===== src/rtl/instr_seq_ctrl_pkg.sv =====
// Shared types and encodings for the instruction sequencer and its decoder.
package instr_seq_ctrl_pkg;

  typedef enum logic [2:0] {
    S_IDLE      = 3'd0,
    S_FETCH     = 3'd1,
    S_DECODE    = 3'd2,
    S_EXECUTE   = 3'd3,
    S_WRITEBACK = 3'd4
  } state_t;

  localparam logic [5:0] OP_RTYPE = 6'b000000;
  localparam logic [5:0] OP_HALT  = 6'b111111;

  localparam logic [5:0] FN_ADD = 6'b100000;
  localparam logic [5:0] FN_SUB = 6'b100010;
  localparam logic [5:0] FN_AND = 6'b100100;
  localparam logic [5:0] FN_OR  = 6'b100101;
  localparam logic [5:0] FN_SLL = 6'b000000;
  localparam logic [5:0] FN_SRL = 6'b000010;

  localparam logic [3:0] ALU_ADD   = 4'b0000;
  localparam logic [3:0] ALU_SUB   = 4'b0001;
  localparam logic [3:0] ALU_AND   = 4'b0010;
  localparam logic [3:0] ALU_OR    = 4'b0100;
  localparam logic [3:0] ALU_SLL   = 4'b1001;
  localparam logic [3:0] ALU_SRL   = 4'b1010;
  localparam logic [3:0] ALU_ITYPE = 4'b1111;

  typedef struct packed {
    logic [3:0] alu_control;
    logic       alu_to_reg;
    logic       illegal;
    logic       is_halt;
  } decode_t;

endpackage


===== src/rtl/instr_seq_ctrl_decode.sv =====
// Combinational opcode/funct decoder producing the ALU encoding and instruction class flags.
module instr_decode
  import instr_seq_ctrl_pkg::*;
(
  input  logic [5:0] opcode,
  input  logic [5:0] funct,
  output decode_t    dec
);

  always_comb begin
    dec.alu_control = ALU_ITYPE;
    dec.alu_to_reg  = 1'b0;
    dec.illegal     = 1'b0;
    dec.is_halt     = 1'b0;
    if (opcode == OP_HALT) begin
      dec.is_halt     = 1'b1;
      dec.alu_control = ALU_ADD;
    end else if (opcode == OP_RTYPE) begin
      dec.alu_to_reg = 1'b1;
      case (funct)
        FN_ADD:  dec.alu_control = ALU_ADD;
        FN_SUB:  dec.alu_control = ALU_SUB;
        FN_AND:  dec.alu_control = ALU_AND;
        FN_OR:   dec.alu_control = ALU_OR;
        FN_SLL:  dec.alu_control = ALU_SLL;
        FN_SRL:  dec.alu_control = ALU_SRL;
        default: begin
          dec.alu_control = ALU_ADD;
          dec.illegal     = 1'b1;
        end
      endcase
    end
  end

endmodule


===== src/rtl/instr_seq_ctrl.sv =====
// Multi-cycle fetch/decode/execute/writeback sequencer owning the PC.
// Optional retired-instruction counter output enabled by defining INSTR_CNT_EN.
//
// state       | meaning
// S_IDLE      | stopped; waits for run=1 while not halted
// S_FETCH     | imem_req held at PC until imem_ack latches IR
// S_DECODE    | one cycle; latch ALU controls or take HALT
// S_EXECUTE   | alu_en for EXEC_CYCLES cycles (down-counter to 1)
// S_WRITEBACK | one cycle; reg_write/illegal strobe, PC += 4, sample run
module instr_seq_ctrl
  import instr_seq_ctrl_pkg::*;
#(
  parameter int                ADDR_W      = 32,
  parameter logic [ADDR_W-1:0] RESET_PC    = '0,
  parameter int                EXEC_CYCLES = 1
) (
  input  logic              clk,
  input  logic              rst_n,
  input  logic              run,
  output logic              imem_req,
  output logic [ADDR_W-1:0] imem_addr,
  input  logic              imem_ack,
  input  logic [31:0]       imem_rdata,
  output logic [3:0]        alu_control,
  output logic              alu_en,
  output logic              reg_write,
  output logic              alu_to_reg,
  output logic              busy,
  output logic              halted,
  output logic              illegal
`ifdef INSTR_CNT_EN
  ,
  output logic [31:0]       retired_cnt
`endif
);

  localparam logic [3:0]        EXEC_LOAD = EXEC_CYCLES[3:0];
  localparam logic [ADDR_W-1:0] PC_STEP   = ADDR_W'(4);

  state_t            state_q, state_d;
  logic [ADDR_W-1:0] pc_q, pc_d;
  logic [31:0]       ir_q, ir_d;
  logic [3:0]        cnt_q, cnt_d;
  logic [3:0]        alu_control_q, alu_control_d;
  logic              alu_to_reg_q, alu_to_reg_d;
  logic              illegal_q, illegal_d;
  logic              halted_q, halted_d;
  decode_t           dec;
  logic              unused_ir_bits;
`ifdef INSTR_CNT_EN
  logic [31:0]       retired_q, retired_d;
`endif

  instr_decode u_decode (
    .opcode (ir_q[31:26]),
    .funct  (ir_q[5:0]),
    .dec    (dec)
  );

  // Only opcode and funct steer the sequencer; the operand fields belong to the datapath.
  assign unused_ir_bits = ^ir_q[25:6];

  always_ff @(posedge clk) begin
    if (!rst_n) begin
      state_q       <= S_IDLE;
      pc_q          <= RESET_PC;
      ir_q          <= '0;
      cnt_q         <= '0;
      alu_control_q <= ALU_ADD;
      alu_to_reg_q  <= 1'b0;
      illegal_q     <= 1'b0;
      halted_q      <= 1'b0;
`ifdef INSTR_CNT_EN
      retired_q     <= '0;
`endif
    end else begin
      state_q       <= state_d;
      pc_q          <= pc_d;
      ir_q          <= ir_d;
      cnt_q         <= cnt_d;
      alu_control_q <= alu_control_d;
      alu_to_reg_q  <= alu_to_reg_d;
      illegal_q     <= illegal_d;
      halted_q      <= halted_d;
`ifdef INSTR_CNT_EN
      retired_q     <= retired_d;
`endif
    end
  end

  always_comb begin
    state_d       = state_q;
    pc_d          = pc_q;
    ir_d          = ir_q;
    cnt_d         = cnt_q;
    alu_control_d = alu_control_q;
    alu_to_reg_d  = alu_to_reg_q;
    illegal_d     = illegal_q;
    halted_d      = halted_q;
`ifdef INSTR_CNT_EN
    retired_d     = retired_q;
`endif
    case (state_q)
      S_IDLE: begin
        if (run && !halted_q) state_d = S_FETCH;
      end
      S_FETCH: begin
        if (imem_ack) begin
          ir_d    = imem_rdata;
          state_d = S_DECODE;
        end
      end
      S_DECODE: begin
        if (dec.is_halt) begin
          halted_d = 1'b1;
          state_d  = S_IDLE;
        end else begin
          alu_control_d = dec.alu_control;
          alu_to_reg_d  = dec.alu_to_reg;
          illegal_d     = dec.illegal;
          cnt_d         = EXEC_LOAD;
          state_d       = S_EXECUTE;
        end
      end
      S_EXECUTE: begin
        if (cnt_q == 4'd1) state_d = S_WRITEBACK;
        else               cnt_d   = cnt_q - 4'd1;
      end
      S_WRITEBACK: begin
        pc_d    = pc_q + PC_STEP;
`ifdef INSTR_CNT_EN
        retired_d = retired_q + 32'd1;
`endif
        state_d = run ? S_FETCH : S_IDLE;
      end
      default: state_d = S_IDLE;
    endcase
  end

  always_comb begin
    imem_req    = (state_q == S_FETCH);
    imem_addr   = pc_q;
    alu_control = alu_control_q;
    alu_to_reg  = alu_to_reg_q;
    alu_en      = (state_q == S_EXECUTE);
    reg_write   = (state_q == S_WRITEBACK) && !illegal_q;
    illegal     = (state_q == S_WRITEBACK) && illegal_q;
    busy        = (state_q != S_IDLE);
    halted      = halted_q;
  end

`ifdef INSTR_CNT_EN
  assign retired_cnt = retired_q;
`endif

endmodule


===== config.mk =====
export PLATFORM = sky130hd
export DESIGN_NAME = instr_seq_ctrl
export DESIGN_NICKNAME = d
export VERILOG_FILES = /design/src/rtl/instr_seq_ctrl_pkg.sv /design/src/rtl/instr_seq_ctrl_decode.sv /design/src/rtl/instr_seq_ctrl.sv
export SDC_FILE = /design/constraint.sdc
export NUM_CORES = 1
export LEC_CHECK = 0
export ABC_AREA = 0
export BUFFER_PORTS_ARGS = -buffer_cell sky130_fd_sc_hd__buf_2
export CAP_MARGIN = 20
export CORE_ASPECT_RATIO = 1.5
export CORE_MARGIN = 1.5
export CORE_UTILIZATION = 46
export DETAILED_ROUTE_END_ITERATION = 10
export PLACE_DENSITY = 0.74
export SYNTH_ARGS = -nofsm -noshare
export SYNTH_HDL_FRONTEND = slang
export SYNTH_HIERARCHICAL = 1
export SYNTH_SLANG_ARGS = --single-unit

===== constraint.sdc =====
create_clock -name clk -period 2 [get_ports clk]
set_input_delay 0.3 -clock clk [delete_from_list [all_inputs] [get_ports clk]]
set_output_delay 0.3 -clock clk [all_outputs]
set_load 0.01 [all_outputs]

==> results of run 1 <==
-- routing by layer --
layer	global-route usage, %	vias to the layer above
met3	3.54	6
met2	37.6	63
met5	0	-
met4	5.32	0
li1	-	1268
met1	21.2	1148
-- metrics by stage --
stage	worst slack (ps)	utilization, %	instances
6_report	83.2	58.1	460
5_1_grt	0.187	58.1	460
2_1_floorplan	-32.3	-	322
3_5_place_dp	-90.5	56.6	455
3_3_place_gp	-42.1	56.6	455
4_1_cts	73.4	58.0	460
-- power by group --
part           internal (mW)  total [mW]  switching (mW)  leakage [nW]
registers               1.15        1.18          0.0259         0.453
clock network          0.227       0.563           0.336        0.0359
logic                  0.110       0.257           0.147         0.791
-- cell usage after synthesis (2+ instances only) --
master     n
xnor2_1    6
and4_1     5
o31ai_1    6
or4_1      7
xor2_1     5
nand2b_1   9
dfxtp_1   56
nor3_1     4
o21ai_0    9
or3_1     10
nor2_1    15
a21oi_1   42
buf_2      2
ha_1       3
and2_1     4
nand4_1    5
nor2b_1    3
nor4b_1    2
and3_1     4
nand2_1   57
a211oi_1   2
nor4_1     5
o41ai_1    2
buf_4      2
clkbuf_1  11
or2_2      2
mux2i_1    4
nand3b_1   4
nand3_1   12
inv_1      8
-- worst paths after layout --
check,slack (ps),end,start
worst max-delay path,80,imem_addr[26],imem_addr[2]
worst min-delay path,230,ir_q[4],imem_rdata[4]
worst max register to register,80,imem_addr[26],imem_addr[2]
worst min register to register,450,alu_control[3],alu_control[3]
-- worst register-to-register path, delay by kind of cell, from the launching register on --
family / cells / cell delay, ps
flops: 1 / 360
fa+ha+maj: 1 / 180
simple gates: 3 / 1010
compound gates: 1 / 140
buf+inv: 1 / 170
-- area by class of cell --
class	count	area, um2	share of cell area (%)
Sequential cell	56	1120	35.5
Clock buffer	5	68.8	2.17
Multi-Input combinational cell	242	1400	44.3
Inverter	9	33.8	1.07
Tap cell	70	87.6	2.77
Timing Repair Buffer	78	449	14.2
-- logic make-up (layout without fill, tap and decap cells) --
group | count (synthesis) | in the layout
multiplexers | 4 | 4
buffers and inverters | 24 | 92
AND/OR/NAND/NOR | 154 | 154
XOR/XNOR | 11 | 11
AO/OA/AOI/OAI | 68 | 68
flip-flops | 56 | 56
adder cells (fa/ha/maj) | 3 | 3
other | 1 | 2
-- cells in the final DEF (no fill, tap or decap), types with 8 or more instances in the layout --
cell type / Yosys / final
dfxtp_1: 56 / 54
a21oi_1: 42 / 42
nand2b_1: 9 / 9
or3_1: 10 / 10
nand2_1: 57 / 57
nor2_1: 15 / 15
buf_2: 2 / 56
o21ai_0: 9 / 9
inv_1: 8 / 8
buf_4: 2 / 21
nand3_1: 12 / 12
-- what timing repair did --
action	CTS	global route
cloned	0	0
pin swaps	1	0
endpoints found under the setup margin	7	1
resized for setup	3	1
buffers inserted	0	0
==> metrics.txt, run 1 <==
status=finished, final reports clean; Slew Limit Fails=0; slowest cell delay on critical path=570 ps; overall power=2.00 mW; DR top layer=met4; Post-Route M1 WL=2300 um; DRT iter0 DRCs=between 150 and 200; vias in the first global route=~2,200; period utilisation layout=95.8%; Worst Tran Pin Value=roughly 550 ps; Critical Path AT=2160 ps; Yosys top cell by area=dfxtp_1; Clock Path Buffers=2; Mapped Area=2610 um2; met3 wire len=233 um; Final ANT Viol Nets=0; hold_ws=around 230 ps; core footprint=between 5000 and 6000 um2; Largest register FFs=30; cts bufs inserted=5; main combinational cell family by area after synthesis=simple AND/OR/NAND/NOR gates; CTS tree=done; delay-heaviest family, CP=simple AND/OR/NAND/NOR gates; number of max-cap violations=0; Final Critical Period=approximately 1900 ps; worst path cell trace=ha_1 > nand3_1 > or4_4 > buf_6 > or3_1 > a21oi_1; effective utilization at floorplan=a little under half; synthesis warning total=6; post-DR vias/cell=~5.4; HP Class=primary input to flip-flop; WL met2=a little over 3000 um; DR vias=about 2,500; Vert. Die Dim=around 95 um; Hold Crit Depth=3; CTS hold repair buffers=0; largest net degree at the start of global routing=25; CP Data Required Time=roughly 2200 ps; drt pass-1 iters=4; Synth Area in Compound Gates=around 15%; CP startpoint kind=flip-flop; I/O pin total=a little under 80; Row Count=33; DR DRC count=0; setup_tns=0 ps; clk_skew=between 7 and 8 ps; I/O Buffers=56; EDFF count, synth=0; WP buf/inv=1; unique cell type count in the Yosys netlist=45; Clock Latency Late Sink=roughly 300 ps; register area share after synthesis=roughly 43%; Final nets=431; first-pass GRT wire length=around 9700 um; Post-Synth XOR/XNOR Area=3.69%; Root Driver=clkbuf_8; crit path kind=flip-flop to flip-flop; Synth Instances=321; post-DP HPWL=4120 um; Crit Path Max Fanout=14; Yosys reg bits=56; Die W=64.5 um; Max-slew headroom=between 60 and 70%; Hold Vio Cnt, Final=0; Inserted Diodes=0; leakage=approximately 1.3 nW; Placed Area=a little over 3000 um2; CTS clk-pin slew, worst paths=90 ps; post-DR wirelength/cell=roughly 12 um; placer congestion estimate=around 0.8; layout cells sized above 1=about a quarter; RSZ-0062 raised after global routing=false; DRT Wirelength=between 5000 and 6000 um; clock sink count=56; gr usage total=between 10% and 20%; full die area=roughly 6100 um2; total gr overflow=0; H-tree level count=2; top cell type's share of synthesized area=approximately 43%; mux cell area share after synthesis=under 10%; number of fill cells=~540; fmax=between 0.5 and 0.6 GHz; Design Area, Final=~3200 um2; Worst setup EP type=flip-flop; cells on worst reg2reg path=6; critical path depth=6; initial antenna violation count=0; P&R area growth vs syn=21.3%; pwr dens=between 600 and 700 nW/um2; post-synthesis area per instance=between 8 and 9 um2; CP max stage cell=or4_4; fraction of registers with async set/reset=0%; adder-cell share of the synthesized area=1.44%; Final Setup Violations=0; Synth Area in Simple Gates=about a third; Peak supply drop=between 0.4 and 0.5 mV; Top FF cell, synth=dfxtp_1; largest cells by area after synthesis=dfxtp_1 43%, nand2_1 8.2%, a21oi_1 8.1%, or3_1 2.4%, nand3_1 2.3%
(Power assumes the default switching activity.)
==> run 2: changes to the inputs <==
--- a/config.mk
+++ b/config.mk
@@ -13,6 +13,7 @@
 export CORE_UTILIZATION = 46
 export DETAILED_ROUTE_END_ITERATION = 10
 export PLACE_DENSITY = 0.74
+export RECOVER_POWER = 100
 export SYNTH_ARGS = -nofsm -noshare
 export SYNTH_HDL_FRONTEND = slang
 export SYNTH_HIERARCHICAL = 1
==> run 2 against run 1 <==
Sequential power about the same; non-clock buffer count stayed put; wire length is 0.48% higher; worst setup slack improved by 2.5 ps; register-to-register slack hardly changed; via count hardly changed; sequential share of layout area up 0.85 points.
==> metrics.txt, run 2 (synthesis gave the netlist of run 1 again) <==
status=finished, final reports clean; H-tree level count=2; HP Class=primary input to flip-flop; I/O pin total=79; number of max-cap violations=0; placer congestion estimate=approximately 0.8; delay-heaviest family, CP=simple AND/OR/NAND/NOR gates; post-DR vias/cell=between 5 and 6; CP startpoint kind=flip-flop; largest net degree at the start of global routing=25; Crit Path Max Fanout=14; clock sink count=56; DRT Wirelength=about 5700 um; CP max stage cell=or4_4; pwr dens=~640 nW/um2; Critical Path AT=2150 ps; layout cells sized above 1=between 10 and 15%; setup_tns=0 ps; CP Data Required Time=between 2000 and 2500 ps; P&R area growth vs syn=18.3%; clk_skew=around 7.3 ps; DR vias=2,487; I/O Buffers=56; initial antenna violation count=0; Slew Limit Fails=0; total gr overflow=0; leakage=between 1 and 1.5 nW; DRT iter0 DRCs=135; effective utilization at floorplan=47.9%; first-pass GRT wire length=about 9700 um; worst path cell trace=ha_1 > nand3_1 > or4_4 > buf_6 > or3_1 > a21oi_1; crit path kind=flip-flop to flip-flop; Placed Cells=around 460; final worst slack=85.7 ps; period utilisation layout=a little over nine tenths; cts bufs inserted=5; full die area=between 6000 and 7000 um2; CTS tree=done; commonest non-fill, non-tap cell in the layout=nand2_1; vias in the first global route=~2,200; Final ANT Viol Nets=0; RSZ-0062 raised after global routing=false; Design Area, Final=between 3000 and 4000 um2; Worst Tran Pin Value=approximately 540 ps; worst flop-to-flop path startpoint=imem_addr[2]; post-DR wirelength/cell=~12 um; core footprint=about 5500 um2; hold_ws=229 ps; Root Driver=clkbuf_8; fmax=0.522 GHz; Clock Path Buffers=2; min-delay src=imem_rdata[4]; CTS clk-pin slew, worst paths=90 ps; number of fill cells=561; Vert. Die Dim=95.3 um; Die W=around 65 um; Placed Area=between 3000 and 4000 um2; Final Setup Violations=0; Inserted Diodes=0; Worst setup EP type=flip-flop; Final nets=between 400 and 500; DR DRC count=0; Row Count=33; Setup Fix Bufs, Post-CTS=0; Clock Latency Late Sink=roughly 300 ps; Max-slew headroom=63.6%; WP buf/inv=1; non-filler cells, final=460; post-layout util=~57%; gr usage total=between 10% and 20%; most frequent cells in the layout=57 x nand2_1, 55 x dfxtp_1, 43 x clkbuf_1; Peak supply drop=~0.44 mV; slowest cell delay on critical path=570 ps; overall power=about 2.0 mW; Worst setup startpoint=imem_addr[2]; drt pass-1 iters=4; post-place setup slack=-90.5 ps; Hold Vio Cnt, Final=0; Final Critical Period=~1900 ps; Largest register FFs=30; post-DP HPWL=about 4000 um
-- run 2: per-layer routing --
metal  wire, um  global-route usage, %  vias to the layer above
li1           -                      -                     1269
met1       2290                   21.2                     1152
met2       3090                   37.6                       61
met3        239                   3.54                        5
met4         46                   5.32                        0
met5          0                      0                        -
-- run 2: area by class of cell --
class                      instances  area [um2]  area share (%)
timing repair buffer              78         373            12.1
inverter                           9        33.8            1.09
multi-input combinational        242        1400            45.4
clock buffer                       5        68.8            2.23
sequential                        56        1120            36.3
tap                               70        87.6            2.84
-- run 2: what timing repair did --
action	CTS	global route
setup endpoints to repair	7	1
resized for setup	3	1
endpoints found under the hold margin	0	0
hold buffers	0	0
pin swaps	1	0
-- run 2: worst min-delay path: cells and delay by family --
kind,cells,cell delay [ps]
buffers and inverters,1,90
AOI/OAI and AO/OA,1,50
and+or+nand+nor,1,40
-- run 2: path summary, 6_finish.rpt --
kind                            cells after the start  slack (ps)              to
worst max-delay path                                6          90   imem_addr[26]
worst min-delay path                                3         230         ir_q[4]
worst max register to register                      6          90   imem_addr[26]
worst min register to register                      2         460  alu_control[3]
-- run 2: where the power goes --
part / switching (mW) / internal (mW)
registers: 0.0261 / 1.15
clock network: 0.332 / 0.227
logic: 0.148 / 0.103
